**src/rtl/shuffle_unloader_pkg.sv**
```systemverilog
// rtl/shuffle_unloader_pkg.sv - shared encodings and geometry for the shuffle unloader
package shuffle_unloader_pkg;

  typedef enum logic [1:0] {
    IDLE  = 2'd0,
    BEAT1 = 2'd1,
    BEAT2 = 2'd2,
    BEAT3 = 2'd3
  } in_state_t;

  typedef enum logic [1:0] {
    O_IDLE    = 2'd0,
    O_VALID   = 2'd1,
    O_WAITLOW = 2'd2
  } out_state_t;

  localparam int FIFO_DEPTH = 2;
  localparam int NUM_BEATS  = 4;

  function automatic int slice_width(input int ew);
    return ew / 4;
  endfunction

  function automatic int lane_width(input int ew);
    return ew / 8;
  endfunction

endpackage

```
**src/rtl/shuffle_word_fifo.sv**
```systemverilog
// rtl/shuffle_word_fifo.sv - two-entry register FIFO holding {nonce, word}
module shuffle_word_fifo
  import shuffle_unloader_pkg::*;
#(
  parameter int width = 8
) (
  input  logic             clk,
  input  logic             rst,
  input  logic             push,
  input  logic [width-1:0] push_data,
  input  logic             pop,
  output logic [width-1:0] head_data,
  output logic [1:0]       count
);

  logic [width-1:0] mem [FIFO_DEPTH];
  logic             wr_ptr;
  logic             rd_ptr;

  // One-bit pointers wrap naturally for the two slots.
  always_ff @(posedge clk or posedge rst) begin
    if (rst) begin
      for (int i = 0; i < FIFO_DEPTH; i++) mem[i] <= '0;
      wr_ptr <= 1'b0;
      rd_ptr <= 1'b0;
      count  <= 2'd0;
    end else begin
      if (push) begin
        mem[wr_ptr] <= push_data;
        wr_ptr      <= ~wr_ptr;
      end
      if (pop) rd_ptr <= ~rd_ptr;
      case ({push, pop})
        2'b10:   count <= count + 2'd1;
        2'b01:   count <= count - 2'd1;
        default: count <= count;
      endcase
    end
  end

  assign head_data = mem[rd_ptr];

endmodule

```
**src/rtl/shuffle_unloader.sv**
```systemverilog
// rtl/shuffle_unloader.sv - reassembles 4-beat shuffle bursts and hands words to implode
module shuffle_unloader
  import shuffle_unloader_pkg::*;
#(
  parameter int nonce_width   = 7,
  parameter int explode_width = 512
) (
  input  logic                       clk,
  input  logic                       rst,
  input  logic                       i_sh_valid,
  output logic                       o_sh_ready,
  input  logic [explode_width/4-1:0] i_sh_data,
  input  logic [nonce_width-1:0]     i_sh_nonce,
  output logic                       o_im_valid,
  input  logic                       i_im_handshake,
  output logic [explode_width-1:0]   o_im_data,
  output logic [nonce_width-1:0]     o_im_nonce
);

  localparam int SW = slice_width(explode_width);
  localparam int LW = lane_width(explode_width);
  localparam int EW = nonce_width + explode_width;

  in_state_t  in_state, in_next;
  out_state_t out_state, out_next;

  logic [1:0]               fifo_count;
  logic [1:0]               beat;
  logic                     sh_xfer, capture, push, pop, load;
  logic [explode_width-1:0] word_q, asm_word;
  logic [nonce_width-1:0]   nonce_q;
  logic [EW-1:0]            head_data, push_data, load_data;

  // Ready is held low while reset is asserted, even though the state is already IDLE.
  assign o_sh_ready = !rst && (in_state == IDLE) && (fifo_count < 2'(FIFO_DEPTH));
  assign sh_xfer    = i_sh_valid && o_sh_ready;
  assign capture    = sh_xfer || (in_state != IDLE);
  assign push       = (in_state == BEAT3);
  assign beat       = in_state;
  assign push_data  = {nonce_q, asm_word};

  always_comb begin
    in_next = in_state;
    case (in_state)
      IDLE:    if (sh_xfer) in_next = BEAT1;
      BEAT1:   in_next = BEAT2;
      BEAT2:   in_next = BEAT3;
      default: in_next = IDLE;
    endcase
  end

  // Upper half of beat k lands in lane k, lower half in lane k+4.
  always_comb begin
    asm_word = word_q;
    for (int k = 0; k < NUM_BEATS; k++) begin
      if (beat == 2'(k)) begin
        asm_word[LW*k +: LW]     = i_sh_data[SW-1:LW];
        asm_word[LW*(k+4) +: LW] = i_sh_data[LW-1:0];
      end
    end
  end

  always_ff @(posedge clk or posedge rst) begin
    if (rst) begin
      in_state <= IDLE;
      word_q   <= '0;
      nonce_q  <= '0;
    end else begin
      in_state <= in_next;
      if (capture) word_q <= asm_word;
      if (sh_xfer) nonce_q <= i_sh_nonce;
    end
  end

  shuffle_word_fifo #(
    .width(EW)
  ) u_fifo (
    .clk      (clk),
    .rst      (rst),
    .push     (push),
    .push_data(push_data),
    .pop      (pop),
    .head_data(head_data),
    .count    (fifo_count)
  );

  // An empty FIFO being written this cycle is presented straight from the write data.
  always_comb begin
    out_next  = out_state;
    load      = 1'b0;
    pop       = 1'b0;
    load_data = head_data;
    case (out_state)
      O_IDLE: begin
        if (fifo_count != 2'd0) begin
          load     = 1'b1;
          out_next = O_VALID;
        end else if (push) begin
          load      = 1'b1;
          load_data = push_data;
          out_next  = O_VALID;
        end
      end
      O_VALID: begin
        if (i_im_handshake) begin
          pop      = 1'b1;
          out_next = O_WAITLOW;
        end
      end
      O_WAITLOW: if (!i_im_handshake) out_next = O_IDLE;
      default:   out_next = O_IDLE;
    endcase
  end

  always_ff @(posedge clk or posedge rst) begin
    if (rst) begin
      out_state  <= O_IDLE;
      o_im_data  <= '0;
      o_im_nonce <= '0;
    end else begin
      out_state <= out_next;
      if (load) {o_im_nonce, o_im_data} <= load_data;
    end
  end

  assign o_im_valid = (out_state == O_VALID);

endmodule

```
**config.mk**
```make
export PLATFORM = sky130hd
export DESIGN_NAME = shuffle_unloader
export DESIGN_NICKNAME = d
export VERILOG_FILES = /design/src/rtl/shuffle_unloader_pkg.sv /design/src/rtl/shuffle_word_fifo.sv /design/src/rtl/shuffle_unloader.sv
export SDC_FILE = /design/constraint.sdc
export NUM_CORES = 2
export LEC_CHECK = 0
export CORE_MARGIN = 10
export CORE_UTILIZATION = 56
export DETAILED_ROUTE_END_ITERATION = 10
export GPL_ROUTABILITY_DRIVEN = 0
export PLACE_DENSITY = 0.77
export SLEW_MARGIN = 30
export SYNTH_ARGS = -nofsm -noshare
export SYNTH_HDL_FRONTEND = slang
export SYNTH_SLANG_ARGS = --single-unit
export TNS_END_PERCENT = 10
```
**constraint.sdc**
```tcl
create_clock -name clk -period 134.2 [get_ports clk]
set_clock_uncertainty 0.2 [all_clocks]
set_input_delay 13.42 -clock clk [delete_from_list [all_inputs] [get_ports clk]]
set_output_delay 13.42 -clock clk [all_outputs]
set_load 0.005 [all_outputs]
```
==> summary.md <==
| Metric | Value |
|---|---|
| Status | `completed` |
| Grt total ovfl | `0` |
| Cell area power density | `29.97 nW/um2` |
| Gate count after technology mapping | `between 7k and 8k` |
| Critical Path Max Stage Delay | `0.55 ns` |
| Slew @ Worst Pin | `1.097 ns` |
| Setup TNS | `0 ns` |
| CTS H-tree lvls | `4` |
| Routed Antenna Nets | `0` |
| Row cnt | `142` |
| Reg2Reg Depth | `8` |
| Leakage Power | `roughly 46 nW` |
| Net Sw Frac | `37.87%` |
| Max cap viols | `0` |
| Top FF cell, synth | `dfrtp_1` |
| Antenna violations before repair | `14` |
| Sequential Power Share | `about 37%` |
| Core area | `150000 um2` |
| Max Freq | `35.23 MHz` |
| Hold Path Origin | `u_fifo.mem[411]` |
| Req. time, crit path | `approximately 120 ns` |
| Drt wl/cell | `23.95 um` |
| Post-CTS Hold Buffers | `0` |
| CP cell instances | `clkdlybuf4s50_1 -> nor3b_1 -> clkdlybuf4s50_1` |
| Total power | `0.002956 W` |
| Max Root-Sink Buffers | `3` |
| Max Slew Vio Count | `0` |
| Max FO, Critical Path | `3` |
| CTS tree | `done` |
| RSZ-0062 raised after global routing | `no` |
| Crit path kind | `in2out` |
| Synth area leaders | `dfrtp_1 58%, mux2i_1 14%, mux2_2 5.5%` |
| Critical Path Most Common Cell | `clkdlybuf4s50_1` |
| Num CTS Buffers | `196` |
| Drc violations | `0` |
| Worst reg2reg path endpoint | `word_q[53]` |
| Sw power | `0.001120 W` |
| DR vias | `58.23k` |
| CP arrival | `14.76 ns` |
| Register area share after synthesis | `57.93%` |
| Maximum vdd ir drop | `28.05 uV` |
| Most frequent cell after synthesis | `dfrtp_1` |
| Gate power share | `44.8%` |
| Final nets | `about 7.6k` |
| Die area | `166800 um2` |
| Drt pass-1 iters | `6` |
| Yosys top cell by area | `dfrtp_1` |
| Startpoint types | `input port` |
| Die Y | `approximately 410 um` |
| Gr usage total | `27.00%` |
| Max-slew headroom | `26.85%` |
| Post-synthesis async set-or-reset flop share | `100.0%` |
| Final Hold Violating Endpoints | `0` |
| Syn Std Cell Area | `84490 um2` |
| Mapped Avg Cell Area | `11.91 um2` |
| Vias in the first global route | `60.79k` |
| Yosys top cell area share | `57.93%` |
| Tmin final | `around 28 ns` |
| Layout cell share with drive strength beyond 1 | `between 10% and 20%` |
| IO Port Bufs | `about 660` |
| Die X | `408.4 um` |
| CTS root buf | `clkbuf_16` |
| Internal | `~0.0018 W` |
| Number of flops mapped to enable cells by yosys | `0` |
| Clock power frac | `18.4%` |
| Hold/Removal Path Class | `reg2reg` |
| Post-synth cell types | `32` |
| Largest net degree at the start of global routing | `214` |
| Final wirelength | `230800 um` |
| Worst Hold End | `u_fifo.mem[411]` |
| Reg2Reg Setup Slack | `~130 ns` |
| I/O pin cnt | `660` |
| Final setup vio count | `0` |
| Clock slew at reported path FFs | `~0.06 ns` |
| Area growth, synth to finish | `16.74%` |
| Worst-Skew Late Latency | `0.81 ns` |
| Yosys warns | `0` |
| DRT iter0 DRCs | `4852` |
| Worst hold path cell count | `2` |
| CP Capture Type | `output pin` |
| # Post-CTS Setup Buffers | `0` |
| Initial Util | `56.35%` |
| Post-Syn Nets | `7238` |
| Post-CTS Resized | `0` |
| Critical-path top delay cell | `clkdlybuf4s50_1` |
| Post-route clock period utilization | `21.15%` |
| DP HPWL | `138600 um` |
| Drt via density | `6.042` |
| Most instantiated cells after synthesis | `1956 x dfrtp_1, 1153 x mux2i_1, 771 x nand2_1` |
| Yosys reg bits | `1956` |
| Clk sinks | `1956` |
| Global-route wire length before repair | `roughly 360000 um` |
| R2r startpoint | `beat[0]` |
-- stage by stage --
stage / cell area (um2) / hold slack (ns) / utilization [%] / worst slack [ns] / cells
finish: 98640 / 0.2768 / 65.78 / 105.82 / 9637
global route: 98630 / 0.2925 / 65.78 / 105.78 / 9636
CTS: 98360 / 0.2818 / 65.59 / 105.81 / 9623
detailed placement: 91960 / 0.2692 / 61.32 / 105.82 / 9278
global placement: 91900 / 0.2601 / 61.29 / 105.78 / 9277
floorplan: 84490 / 0.2492 / - / 65.34 / 7092
-- cells by family (layout without fill, tap and decap cells) --
group | Yosys count | in the layout | synth area share [%]
buffers and inverters | 964 | 1487 | 4.839
other | 0 | 6 | 0
multiplexers | 1566 | 1566 | 19.16
adder cells (fa/ha/maj) | 7 | 7 | 0.1037
XOR/XNOR | 5 | 5 | 0.05184
flip-flops | 1956 | 1956 | 57.93
AO/OA/AOI/OAI | 1810 | 1810 | 14.38
AND/OR/NAND/NOR | 784 | 784 | 3.530
-- layout by cell type, fill, tap and decap left out, types with 2 or more instances in the layout --
master | Yosys | layout
dfrtp_1 | 1956 | 1955
mux2i_1 | 1153 | 1153
nand2_1 | 771 | 769
o21ai_0 | 768 | 768
clkdlybuf4s50_1 | 0 | 659
mux2_2 | 413 | 413
inv_1 | 389 | 388
a22oi_1 | 384 | 384
o22a_1 | 384 | 384
clkbuf_16 | 0 | 201
o22ai_1 | 135 | 135
a2bb2oi_1 | 135 | 135
clkbuf_1 | 244 | 53
buf_4 | 37 | 52
clkbuf_8 | 0 | 47
clkinv_2 | 0 | 24
buf_6 | 0 | 19
buf_12 | 0 | 15
bufinv_16 | 0 | 8
buf_16 | 0 | 8
diode_2 | 0 | 6
inv_6 | 0 | 6
ha_1 | 7 | 4
xor2_1 | 3 | 3
ha_4 | 0 | 3
nand2_4 | 0 | 2
xnor2_1 | 2 | 2
nor2_1 | 3 | 2
nor2_4 | 0 | 2
or2_4 | 0 | 2
inv_16 | 0 | 2
clkinvlp_4 | 0 | 2
clkinv_16 | 0 | 2
-- registers in the layout, summed over array words and instances (netlist names), 2 cells and up --
name,flops
u_fifo.mem,1038
nonce_q,7
o_im_data,512
u_fifo.count,2
beat,2
o_im_nonce,7
word_q,384
out_state,2
-- layer usage --
layer	vias to the layer above	track usage, %	routed length [um]
met5	-	0	62
met4	10	10.57	8835
met3	415	5.743	15450
met2	1842	42.57	107500
met1	29970	36.60	98990
li1	25990	-	-
-- critical path: cells and delay by family --
| kind | cells | cell delay, ns |
|---|---|---|
| buf+inv | 2 | 1.09 |
| simple gates | 1 | 0.26 |
-- power groups by stage --
stage	logic, W	registers [W]	clock network [W]
2_1_floorplan	0.000893	0.00105	0
3_3_place_gp	0.00127	0.00107	0
3_5_place_dp	0.00132	0.00109	0
4_1_cts	0.00133	0.00108	0.000553
5_1_grt	0.00145	0.00112	0.000578
6_report	0.00132	0.00109	0.000545
-- cell type report --
type | count | area [um2]
multi-input cells | 4172 | 31550
diodes | 6 | 15.01
inverters | 389 | 1473
well taps | 2016 | 2522
repair buffers | 753 | 7721
clock inverters | 44 | 528.0
flip-flops and latches | 1956 | 48950
clock buffers | 301 | 5876
fillers | 11020 | 51320
-- worst max-delay path by stage --
stage | to | from | slack (ns)
after global routing | o_sh_ready | rst | 105.78
after CTS | o_sh_ready | rst | 105.81
after global placement | o_sh_ready | rst | 105.78
final | o_sh_ready | rst | 105.82
after detailed placement | o_sh_ready | rst | 105.82
after floorplan | beat[0] | rst | 65.34
No activity file was read; power rests on OpenSTA's default activity.
